===== src/rtl/state_change_recorder_pkg.sv =====
// Shared definitions for the state-change recorder: record field offsets
// and a constant-evaluable clog2 helper used for pointer/count widths.
package state_change_recorder_pkg;

  localparam int DEF_BITS    = 8;
  localparam int DEF_DEPTH   = 16;
  localparam int DEF_TS_BITS = 16;

  // Ceiling log2, usable in parameter and localparam expressions.
  function automatic int clog2(input int n);
    int r;
    r = 0;
    while ((1 << r) < n) r = r + 1;
    return r;
  endfunction

  // Record layout, MSB first: {prev, cur, ts}.
  function automatic int prev_msb(input int bits, input int ts_bits);
    return 2 * bits + ts_bits - 1;
  endfunction

  function automatic int prev_lsb(input int bits, input int ts_bits);
    return bits + ts_bits;
  endfunction

  function automatic int cur_msb(input int bits, input int ts_bits);
    return bits + ts_bits - 1;
  endfunction

  function automatic int cur_lsb(input int bits, input int ts_bits);
    return ts_bits + 0 * bits;
  endfunction

  function automatic int ts_msb(input int bits, input int ts_bits);
    return ts_bits - 1 + 0 * bits;
  endfunction

  function automatic int ts_lsb(input int bits, input int ts_bits);
    return 0 * (bits + ts_bits);
  endfunction

endpackage


===== src/rtl/state_rec_fifo.sv =====
// First-word-fall-through ring buffer holding state-change records.
// A push while full is only accepted when a pop happens in the same cycle.
module state_rec_fifo
  import state_change_recorder_pkg::*;
#(
  parameter int WIDTH = 32,
  parameter int DEPTH = 16
) (
  input  logic                       clk,
  input  logic                       rst_n,
  input  logic                       clr,
  input  logic                       push,
  input  logic                       pop,
  input  logic [WIDTH-1:0]           wdata,
  output logic [WIDTH-1:0]           rdata,
  output logic [clog2(DEPTH):0]      count,
  output logic                       full,
  output logic                       empty
);

  localparam int PTR_W = clog2(DEPTH);
  localparam int CNT_W = PTR_W + 1;

  logic [WIDTH-1:0] mem [DEPTH];
  logic [PTR_W-1:0] wr_ptr;
  logic [PTR_W-1:0] rd_ptr;
  logic [CNT_W-1:0] cnt;
  logic             push_ok;
  logic             pop_ok;

  assign full    = (cnt == CNT_W'(DEPTH));
  assign empty   = (cnt == '0);
  assign pop_ok  = pop && !empty;
  // When full, the slot being written is the one being popped this cycle.
  assign push_ok = push && (!full || pop);
  assign count   = cnt;
  // Output forced to zero while empty so the post-reset value is defined.
  assign rdata   = empty ? '0 : mem[rd_ptr];

  // Storage array write port; no reset so it can map to distributed RAM.
  always_ff @(posedge clk) begin
    if (push_ok) mem[wr_ptr] <= wdata;
  end

  // Pointer and occupancy bookkeeping.
  always_ff @(posedge clk or negedge rst_n) begin
    if (!rst_n) begin
      wr_ptr <= '0;
      rd_ptr <= '0;
      cnt    <= '0;
    end else if (clr) begin
      wr_ptr <= '0;
      rd_ptr <= '0;
      cnt    <= '0;
    end else begin
      if (push_ok) wr_ptr <= wr_ptr + PTR_W'(1);
      if (pop_ok)  rd_ptr <= rd_ptr + PTR_W'(1);
      case ({push_ok, pop_ok})
        2'b10:   cnt <= cnt + CNT_W'(1);
        2'b01:   cnt <= cnt - CNT_W'(1);
        default: cnt <= cnt;
      endcase
    end
  end

endmodule


===== src/rtl/state_change_recorder.sv =====
// Timestamps transitions of a debug state vector and queues
// {previous, new, timestamp} records for firmware to drain oldest-first.
module state_change_recorder
  import state_change_recorder_pkg::*;
#(
  parameter int BITS    = DEF_BITS,
  parameter int DEPTH   = DEF_DEPTH,
  parameter int TS_BITS = DEF_TS_BITS
) (
  input  logic                      iClk,
  input  logic                      iRst_n,
  input  logic                      iClear,
  input  logic                      iEnable,
  input  logic                      iFreeze,
  input  logic                      iTick,
  input  logic [BITS-1:0]           iDbgSt,
  input  logic                      iRdReq,
  output logic [2*BITS+TS_BITS-1:0] oRdData,
  output logic                      oEmpty,
  output logic                      oFull,
  output logic [clog2(DEPTH):0]     oCount,
  output logic                      oOverflow
);

  localparam int REC_W    = 2 * BITS + TS_BITS;
  localparam int PREV_MSB = prev_msb(BITS, TS_BITS);
  localparam int PREV_LSB = prev_lsb(BITS, TS_BITS);
  localparam int CUR_MSB  = cur_msb(BITS, TS_BITS);
  localparam int CUR_LSB  = cur_lsb(BITS, TS_BITS);
  localparam int TS_MSB   = ts_msb(BITS, TS_BITS);
  localparam int TS_LSB   = ts_lsb(BITS, TS_BITS);

  logic [BITS-1:0]    last;
  logic               armed;
  logic [TS_BITS-1:0] ts_cnt;
  logic               overflow;
  logic               clear;
  logic               change;
  logic               push_req;
  logic [REC_W-1:0]   record;

  assign clear    = !iClear;
  assign change   = armed && (iDbgSt != last);
  assign push_req = change && iEnable && !iFreeze && !clear;

  // Assemble the record from the baseline, the new state and the current stamp.
  always_comb begin
    record                   = '0;
    record[PREV_MSB:PREV_LSB] = last;
    record[CUR_MSB:CUR_LSB]   = iDbgSt;
    record[TS_MSB:TS_LSB]     = ts_cnt;
  end

  // Baseline tracking: first armed cycle loads it, frozen cycles hold it.
  always_ff @(posedge iClk or negedge iRst_n) begin
    if (!iRst_n) begin
      last  <= '0;
      armed <= 1'b0;
    end else if (clear) begin
      armed <= 1'b0;
    end else if (!armed) begin
      last  <= iDbgSt;
      armed <= 1'b1;
    end else if (change && !iFreeze) begin
      last  <= iDbgSt;
    end
  end

  // Free-running timestamp advanced by the external tick strobe.
  always_ff @(posedge iClk or negedge iRst_n) begin
    if (!iRst_n)    ts_cnt <= '0;
    else if (clear) ts_cnt <= '0;
    else if (iTick) ts_cnt <= ts_cnt + TS_BITS'(1);
  end

  // Sticky overflow: a record was dropped because no slot could be freed.
  always_ff @(posedge iClk or negedge iRst_n) begin
    if (!iRst_n)                             overflow <= 1'b0;
    else if (clear)                          overflow <= 1'b0;
    else if (push_req && oFull && !iRdReq)   overflow <= 1'b1;
  end

  assign oOverflow = overflow;

  state_rec_fifo #(
    .WIDTH (REC_W),
    .DEPTH (DEPTH)
  ) u_fifo (
    .clk   (iClk),
    .rst_n (iRst_n),
    .clr   (clear),
    .push  (push_req),
    .pop   (iRdReq && !clear),
    .wdata (record),
    .rdata (oRdData),
    .count (oCount),
    .full  (oFull),
    .empty (oEmpty)
  );

endmodule


===== config.mk =====
export PLATFORM = sky130hd
export DESIGN_NAME = state_change_recorder
export DESIGN_NICKNAME = d
export VERILOG_FILES = /design/src/rtl/state_change_recorder_pkg.sv /design/src/rtl/state_rec_fifo.sv /design/src/rtl/state_change_recorder.sv
export SDC_FILE = /design/constraint.sdc
export NUM_CORES = 1
export LEC_CHECK = 0
export CORE_MARGIN = 4
export CORE_UTILIZATION = 55
export CTS_CLUSTER_DIAMETER = 100
export DETAILED_ROUTE_END_ITERATION = 6
export PLACE_DENSITY = 0.74
export SYNTH_ARGS = -nofsm -noshare
export SYNTH_HDL_FRONTEND = slang
export SYNTH_HIERARCHICAL = 1
export SYNTH_SLANG_ARGS = --single-unit

===== constraint.sdc =====
create_clock -name iClk -period 4.8 [get_ports iClk]
set_clock_uncertainty 0.05 [all_clocks]
set_input_delay 0.72 -clock iClk [delete_from_list [all_inputs] [get_ports iClk]]
set_output_delay 0.72 -clock iClk [all_outputs]
set_load 0.1 [all_outputs]

==> impl_results.md <==
* Outcome: finished, final reports clean
* CTS Hold Bufs at 0
* Synth Net Count at roughly 1,000
* Routed Antenna Nets at 0
* Fraction of layout cells with a size suffix above 1 at 29.5%
* Total of max-cap violations at 0
* # rows at 72
* Initial antenna violation count at 1
* Crit Path Class: register to output port
* Slew @ Worst Pin at roughly 1.1 ns
* Main synth FF type: edfxtp_1
* Worst hold margin at roughly 0.27 ns
* Area Overhead vs Synth at 14.8%
* Largest net degree at the start of global routing at roughly 130
* Post-CTS setup buffer count at 0
* Die height at approximately 210 um
* CTS resizes at 0
* DR DRC count at 0
* Global-route wire length before repair at between 70 and 80 mm
* DR top layer: met4
* Period utilization at slightly below 90%
* Mapped cell area at approximately 22,000 um2
* Synth Warn # at 6
* Hpwl dp at around 26 mm
* Placed cells at ~1,600
* Synth area leader: edfxtp_1
* I/O Pins at 55
* Fill count at ~2,500
* CP required at approximately 4.0 ns
* ANT cells at 0
* Slew Limit Headroom at between 20% and 30%
* PwrDens at about 410 nW/um2
* Synth Register Bits at 551
* Congestion Overflow GR at 0
* Reg clk slew, reported paths at approximately 0.060 ns
* Post-synth top cells: 512 x edfxtp_1, 160 x mux4_2, 39 x dfrtp_1, 38 x nor2_1, 34 x nor2b_1
* CTS Buf Count at 52
* Wire per inst at roughly 27 um
* R2R setup slack at approximately 1.0 ns
* Total Routed Length at between 40 and 50 mm
* Finished Layout Cells at ~1,700
* Vias in the first global route at between 10,000 and 15,000
* Max Clk Rate at between 200 and 250 MHz
* Post-synth top area share at around 70%
* Global-route usage over all layers at between 20 and 25%
* Met2 WL at approximately 22 mm
* Total power at 10.4 mW
* Post-synthesis sequential area ratio at around three quarters
* Via/cell ratio at between 6 and 7
* Mean post-synth cell area at roughly 21 um2
* DR pass1 iterations at 5
* Crit-path max FO at 31
* Final #Nets at roughly 1,200
* DRT iter0 DRCs at roughly 1,400
* Cells on worst reg2reg path at 12
* CTS tree: yes
* Unrepaired setup endpoints after global routing: false
* Count leader, synth: edfxtp_1
* P_leak at a little under 8 nW
* Critical path arrival at about 3.4 ns
* Critical Path Source Type: register
* Period minus WS final at ~4.2 ns
* CP endpoint kind: output port
* GPL Wtd Cong at between 0.7 and 0.8
* FF/Latch Area at between 15,000 and 20,000 um2
* I/O Buffers at 54
* Met3 Routed Length at roughly 3.5 mm
* Ys async rst share at 7.08%
* Final Slew Violations at 0
* # setup viols final at 0
* CTS Sinks at roughly 550
* Post-synthesis instance total at roughly 1,000
* Clock tree root buffer cell: clkbuf_16
* Die W at 207 um
* Reg2reg end: u_fifo/count[2]
* Worst flop-to-flop path startpoint: last[7]
* Synth unique cells at 46
* Area taken by multi-input logic gates at approximately 5200 um2
* Clock Path Buffers at 3
* Worst VDD drop at between 0.0002 and 0.0003 V
* Number of synthesized flops with an enable pin at slightly above 500
* Core outline area at about 39,000 um2
* Vias at 10,542
* H-tree levels at 2
* Worst min-delay path class: primary input to async pin
* Initial Util at 56.1%
* Synth area leaders: edfxtp_1 70%, mux4_2 17%, dfrtp_1 4.5%, nor2b_1 0.97%, nor2_1 0.65%
* Routed length on met1 at ~19 mm
* Final Hold Vio Count at 0
* Clk_lat worst skew at ~0.57 ns
* Die ar. at around 43,000 um2
layout make-up:
cell class              count  share of cell area, %
clock buffers              76                   5.80
clock inverters            22                   1.18
inverters                  14                  0.210
multi-input cells         405                   20.9
flip-flops and latches    551                   65.3
well taps                 518                   2.59
repair buffers            103                   3.98
cell families after synthesis:
group	share of synthesized area, %
flops	74.9
mux	16.7
simple gates	3.87
buf+inv	1.34
compound gates	1.74
xor+xnor	0.923
fa+ha+maj	0.459
placed cells by master, fill, tap and decap left out, types with 3 or more instances in the layout:
cell type        Yosys  final
clkbuf_1            23     19
or4_1                3      3
nand2_1             16     16
nor4_2               2      6
clkbuf_8             0      4
nor2_1              38     34
mux4_2             160    160
nor2b_1             34     34
or3_1                9      9
nor2_4               1      5
ha_1                 8      8
clkinv_2             0      9
xnor2_1              8      8
edfxtp_1           512    512
o21ai_0             12     12
a21oi_1             14     14
o311ai_1             8      8
and3_2               0      4
clkbuf_16            0     53
xor2_1              15     15
buf_4                1     68
clkdlybuf4s50_1      0     20
a221oi_1             8      8
buf_12               0     14
bufinv_16            0      7
and2_1              15     11
and2_2               0      4
mux2i_1              4      4
nand2b_1             3      3
inv_1               14     14
nand3_1             14     14
dfrtp_1             39     35
nand4_1              6      6
power by group:
part / total (mW) / leakage, nW / switching [mW] / internal, mW
registers: 5.35 / 5.15 / 0.0713 / 5.28
clock network: 4.16 / 0.851 / 1.68 / 2.48
logic: 0.851 / 1.83 / 0.597 / 0.254
flip-flops by register name, summed over array words and instances, names as in the netlist:
signal,cells
armed,1
last,8
oOverflow,1
ts_cnt,16
u_fifo/count,5
u_fifo/mem,512
u_fifo/rd_ptr,4
u_fifo/wr_ptr,4
critical path, cell delays in order (launching register included):
cell	delay [ns]
dfrtp_4	0.87
buf_4	0.43
mux4_2	0.57
mux4_2	0.49
nor2b_1	0.15
buf_4	0.26
how the worst max path moves through the flow:
| stage | from | slack, ns | endpoint | cells past startpoint |
|---|---|---|---|---|
| finish | u_fifo/rd_ptr[0] | 0.64 | oRdData[8] | 5 |
| global route | u_fifo/rd_ptr[0] | 0.48 | oRdData[8] | 5 |
| CTS | u_fifo/rd_ptr[0] | 0.58 | oRdData[8] | 5 |
| detailed placement | iDbgSt[7] | 0.54 | u_fifo/count[2] | 13 |
| global placement | iDbgSt[7] | 0.57 | u_fifo/count[2] | 13 |
| floorplan | iDbgSt[5] | -0.60 | u_fifo/mem[0][0] | 7 |
routing by layer:
layer | vias to the layer above | track usage (%)
met5 | - | 0
met4 | 0 | 5.68
met3 | 62 | 3.68
met2 | 469 | 33.5
met1 | 5555 | 32.7
li1 | 4456 | -
per-stage QoR:
stage / instance area [um2] / utilization, % / setup WS, ns / TNS, ns
2_1_floorplan: 21800 / - / -0.604 / -77.32
3_3_place_gp: 23300 / 59.9 / 0.566 / 0
3_5_place_dp: 23300 / 59.9 / 0.537 / 0
4_1_cts: 25100 / 64.4 / 0.581 / 0
5_1_grt: 25100 / 64.4 / 0.476 / 0
6_report: 25100 / 64.4 / 0.645 / 0
Note: power is estimated with default switching activity, not from simulation.
==> variant (same flow settings) <==
Change the package constant `DEF_TS_BITS` from 16 to 24.
--- a/src/rtl/state_change_recorder_pkg.sv
+++ b/src/rtl/state_change_recorder_pkg.sv
@@ -4,7 +4,7 @@
 
   localparam int DEF_BITS    = 8;
   localparam int DEF_DEPTH   = 16;
-  localparam int DEF_TS_BITS = 16;
+  localparam int DEF_TS_BITS = 24;
 
   // Ceiling log2, usable in parameter and localparam expressions.
   function automatic int clog2(input int n);
Interface: changed (resized oRdData); port bits go from 55 to 63. The function was not compared with the original's and may differ.
==> variant against the original RTL <==
Utilization is 0.87 points lower. First-iteration DRC count is 20% higher. Sequential share of layout area is 0.48 points higher. Wire length is 27% higher. Critical path depth stayed put. Hold slack worse by 0.072 ns. Via count is 25% higher. Cell area is 24% higher. Die area is 24% higher. Power is 24% higher. Synthesized area is 25% higher. Sequential cell count is 136 higher. Setup slack better by 0.046 ns.
==> variant: results (changes against the original RTL) <==
Outcome: finished clean
Worst-path clk slew: 0.06 ns (about the same)
Non-Filler Instances: 2,093 (+24%)
# nets final: 1,402 (+22%)
Layout cell share with drive strength beyond 1: 29.7% (+0.19 points)
Top Registers: u_fifo/mem x640, ts_cnt x24, last x8
Initial antenna violation count: 1 (unchanged)
Avg WL per Cell: 28.0 um (+2.6%)
DR iter-0 viols: 1,671 (+20%)
Post-Place Worst Slack: 0.659 ns (+0.122 ns)
Flop-to-flop setup slack: 1.15 ns (+0.12 ns)
YS warnings: 6 (unchanged)
CP Max Fanout: 24 (-23%)
First-pass GRT wire length: 88,800 um (+26%)
Vias in the first global route: 13,627 (+25%)
RD Place Congestion: 0.775 (-0.37%)
Async SR Flop Fraction: 6.84% (-0.24 points)
Commonest cells in the netlist: edfxtp_1, mux4_2, dfrtp_1
Seq/Total Area, Yosys: 75.1% (+0.14 points)
Worst reg2reg path startpoint: last[6]$_DFFE_PN0P_
Setup violators final: 0 (unchanged)
Arrival time at the worst endpoint: 3.34 ns (-0.05 ns)
Drt first pass iters: 7 (+2)
Inst Count DP: 1,972 (+24%)
Largest net degree at the start of global routing: 70 (-47%)
Tightest Pin Transition: 1.12 ns (-0.0213 ns)
H-tree levels: 3 (+1)
PortBufs: 62 (+15%)
R2R Path End: u_fifo/count[2]$_DFFE_PN0P_
P_leak: 9.64 nW (+23%)
Ant diodes: 0 (unchanged)
Buffer count from post-CTS setup fixing: 0 (unchanged)
Hold Buf Count CTS: 0 (unchanged)
Remaining DRCs: 0 (unchanged)
Net count of the mapped netlist: 1,276 (+22%)
Via count of the routed design: 13,229 (+25%)
Worst vdd ir: 0.325 mV (+29%)
Placed cell area: 28,800 um2 (+24%)
Root buffer cell: clkbuf_16
CTS Buffer Depth: 3 (unchanged)
Syn avg cell area: 21.7 um2 (+1.6%)
HPWL after DPL: 33,200 um (+26%)
Total Routing Usage GR: 22.6% (+0.98 points)
Worst Hold Class: in -> async
# resized after CTS: 0 (unchanged)
Post-synth EDFFs: 640 (+25%)
Worst-Skew Late Latency: 0.60 ns (+0.03 ns)
R2R depth: 12 (unchanged)
Area contributors post-synth: edfxtp_1, mux4_2, dfrtp_1, nor2b_1, nor2_1
Number of distinct library cells after synthesis: 52 (+13%)
Number of CTS-inserted buffers: 69 (+33%)
==> variant: changes by cell type after synthesis, sizes merged, moves of 2 or more <==
cell,before,now
o31ai,2,9
inv,14,16
or4,3,10
a21oi,14,20
nand4,6,8
nand2,16,20
edfxtp,512,640
buf,29,31
nand3,14,16
dfrtp,39,47
mux4,160,200
and3,4,7
clkbuf,23,32
nor2b,34,42
==> variant: final cells by class <==
| class | count | area, um2 |
|---|---|---|
| sequential | 687 | 20400 |
| clock inverter | 26 | 255 |
| inverter | 16 | 60.1 |
| clock buffer | 95 | 1940 |
| timing repair buffer | 118 | 1080 |
| tap | 664 | 831 |
| fill | 3269 | 17800 |
| multi-input combinational | 487 | 6440 |
==> variant: logic make-up after synthesis <==
family | share of synthesized area, %
compound gates | 1.68
xor+xnor | 0.774
fa+ha+maj | 0.368
buf+inv | 1.47
flops | 75.1
mux | 16.8
simple gates | 3.85
==> variant: stage by stage <==
stage | hold slack, ns | power (mW)
5_1_grt | 0.255 | 13.3
4_1_cts | 0.202 | 13.0
6_report | 0.196 | 12.9
2_1_floorplan | 0.374 | 7.53
3_3_place_gp | 0.418 | 7.80
3_5_place_dp | 0.446 | 7.81
==> variant: where the power goes <==
part / switching [mW] / leakage, nW / internal [mW]
clock: 2.17 / 1.06 / 3.05
combinational: 0.747 / 2.17 / 0.293
sequential: 0.0761 / 6.41 / 6.56
total: 2.99 / 9.64 / 9.90
==> variant: metal layers <==
layer | up-vias | part of all wire, % | track usage, %
li1 | 5496 | - | -
met1 | 6982 | 40 | 32.9
met2 | 642 | 49 | 35.4
met3 | 107 | 8.1 | 4.30
met4 | 2 | 2.7 | 7.01
met5 | - | 0.026 | 0
==> variant: critical path: stages (launching register included) <==
cell and delay, ns:
dfrtp_1 0.46, or4_1 0.75, nor2_4 0.64, buf_4 0.50, nor2b_1 0.13, buf_4 0.26
==> variant: worst max-delay path by stage <==
stage / slack (ns) / depth (start not counted) / from / to
after floorplan: -1.39 / 7 / iDbgSt[5] / u_fifo/mem[0][0]$_DFFE_PP_
after global placement: 0.65 / 13 / iDbgSt[1] / u_fifo/count[2]$_DFFE_PN0P_
after detailed placement: 0.66 / 13 / iDbgSt[1] / u_fifo/count[2]$_DFFE_PN0P_
after CTS: 0.62 / 5 / u_fifo/count[1]$_DFFE_PN0P_ / oRdData[17]
after global routing: 0.52 / 5 / u_fifo/count[1]$_DFFE_PN0P_ / oRdData[17]
final: 0.69 / 5 / u_fifo/count[1]$_DFFE_PN0P_ / oRdData[17]
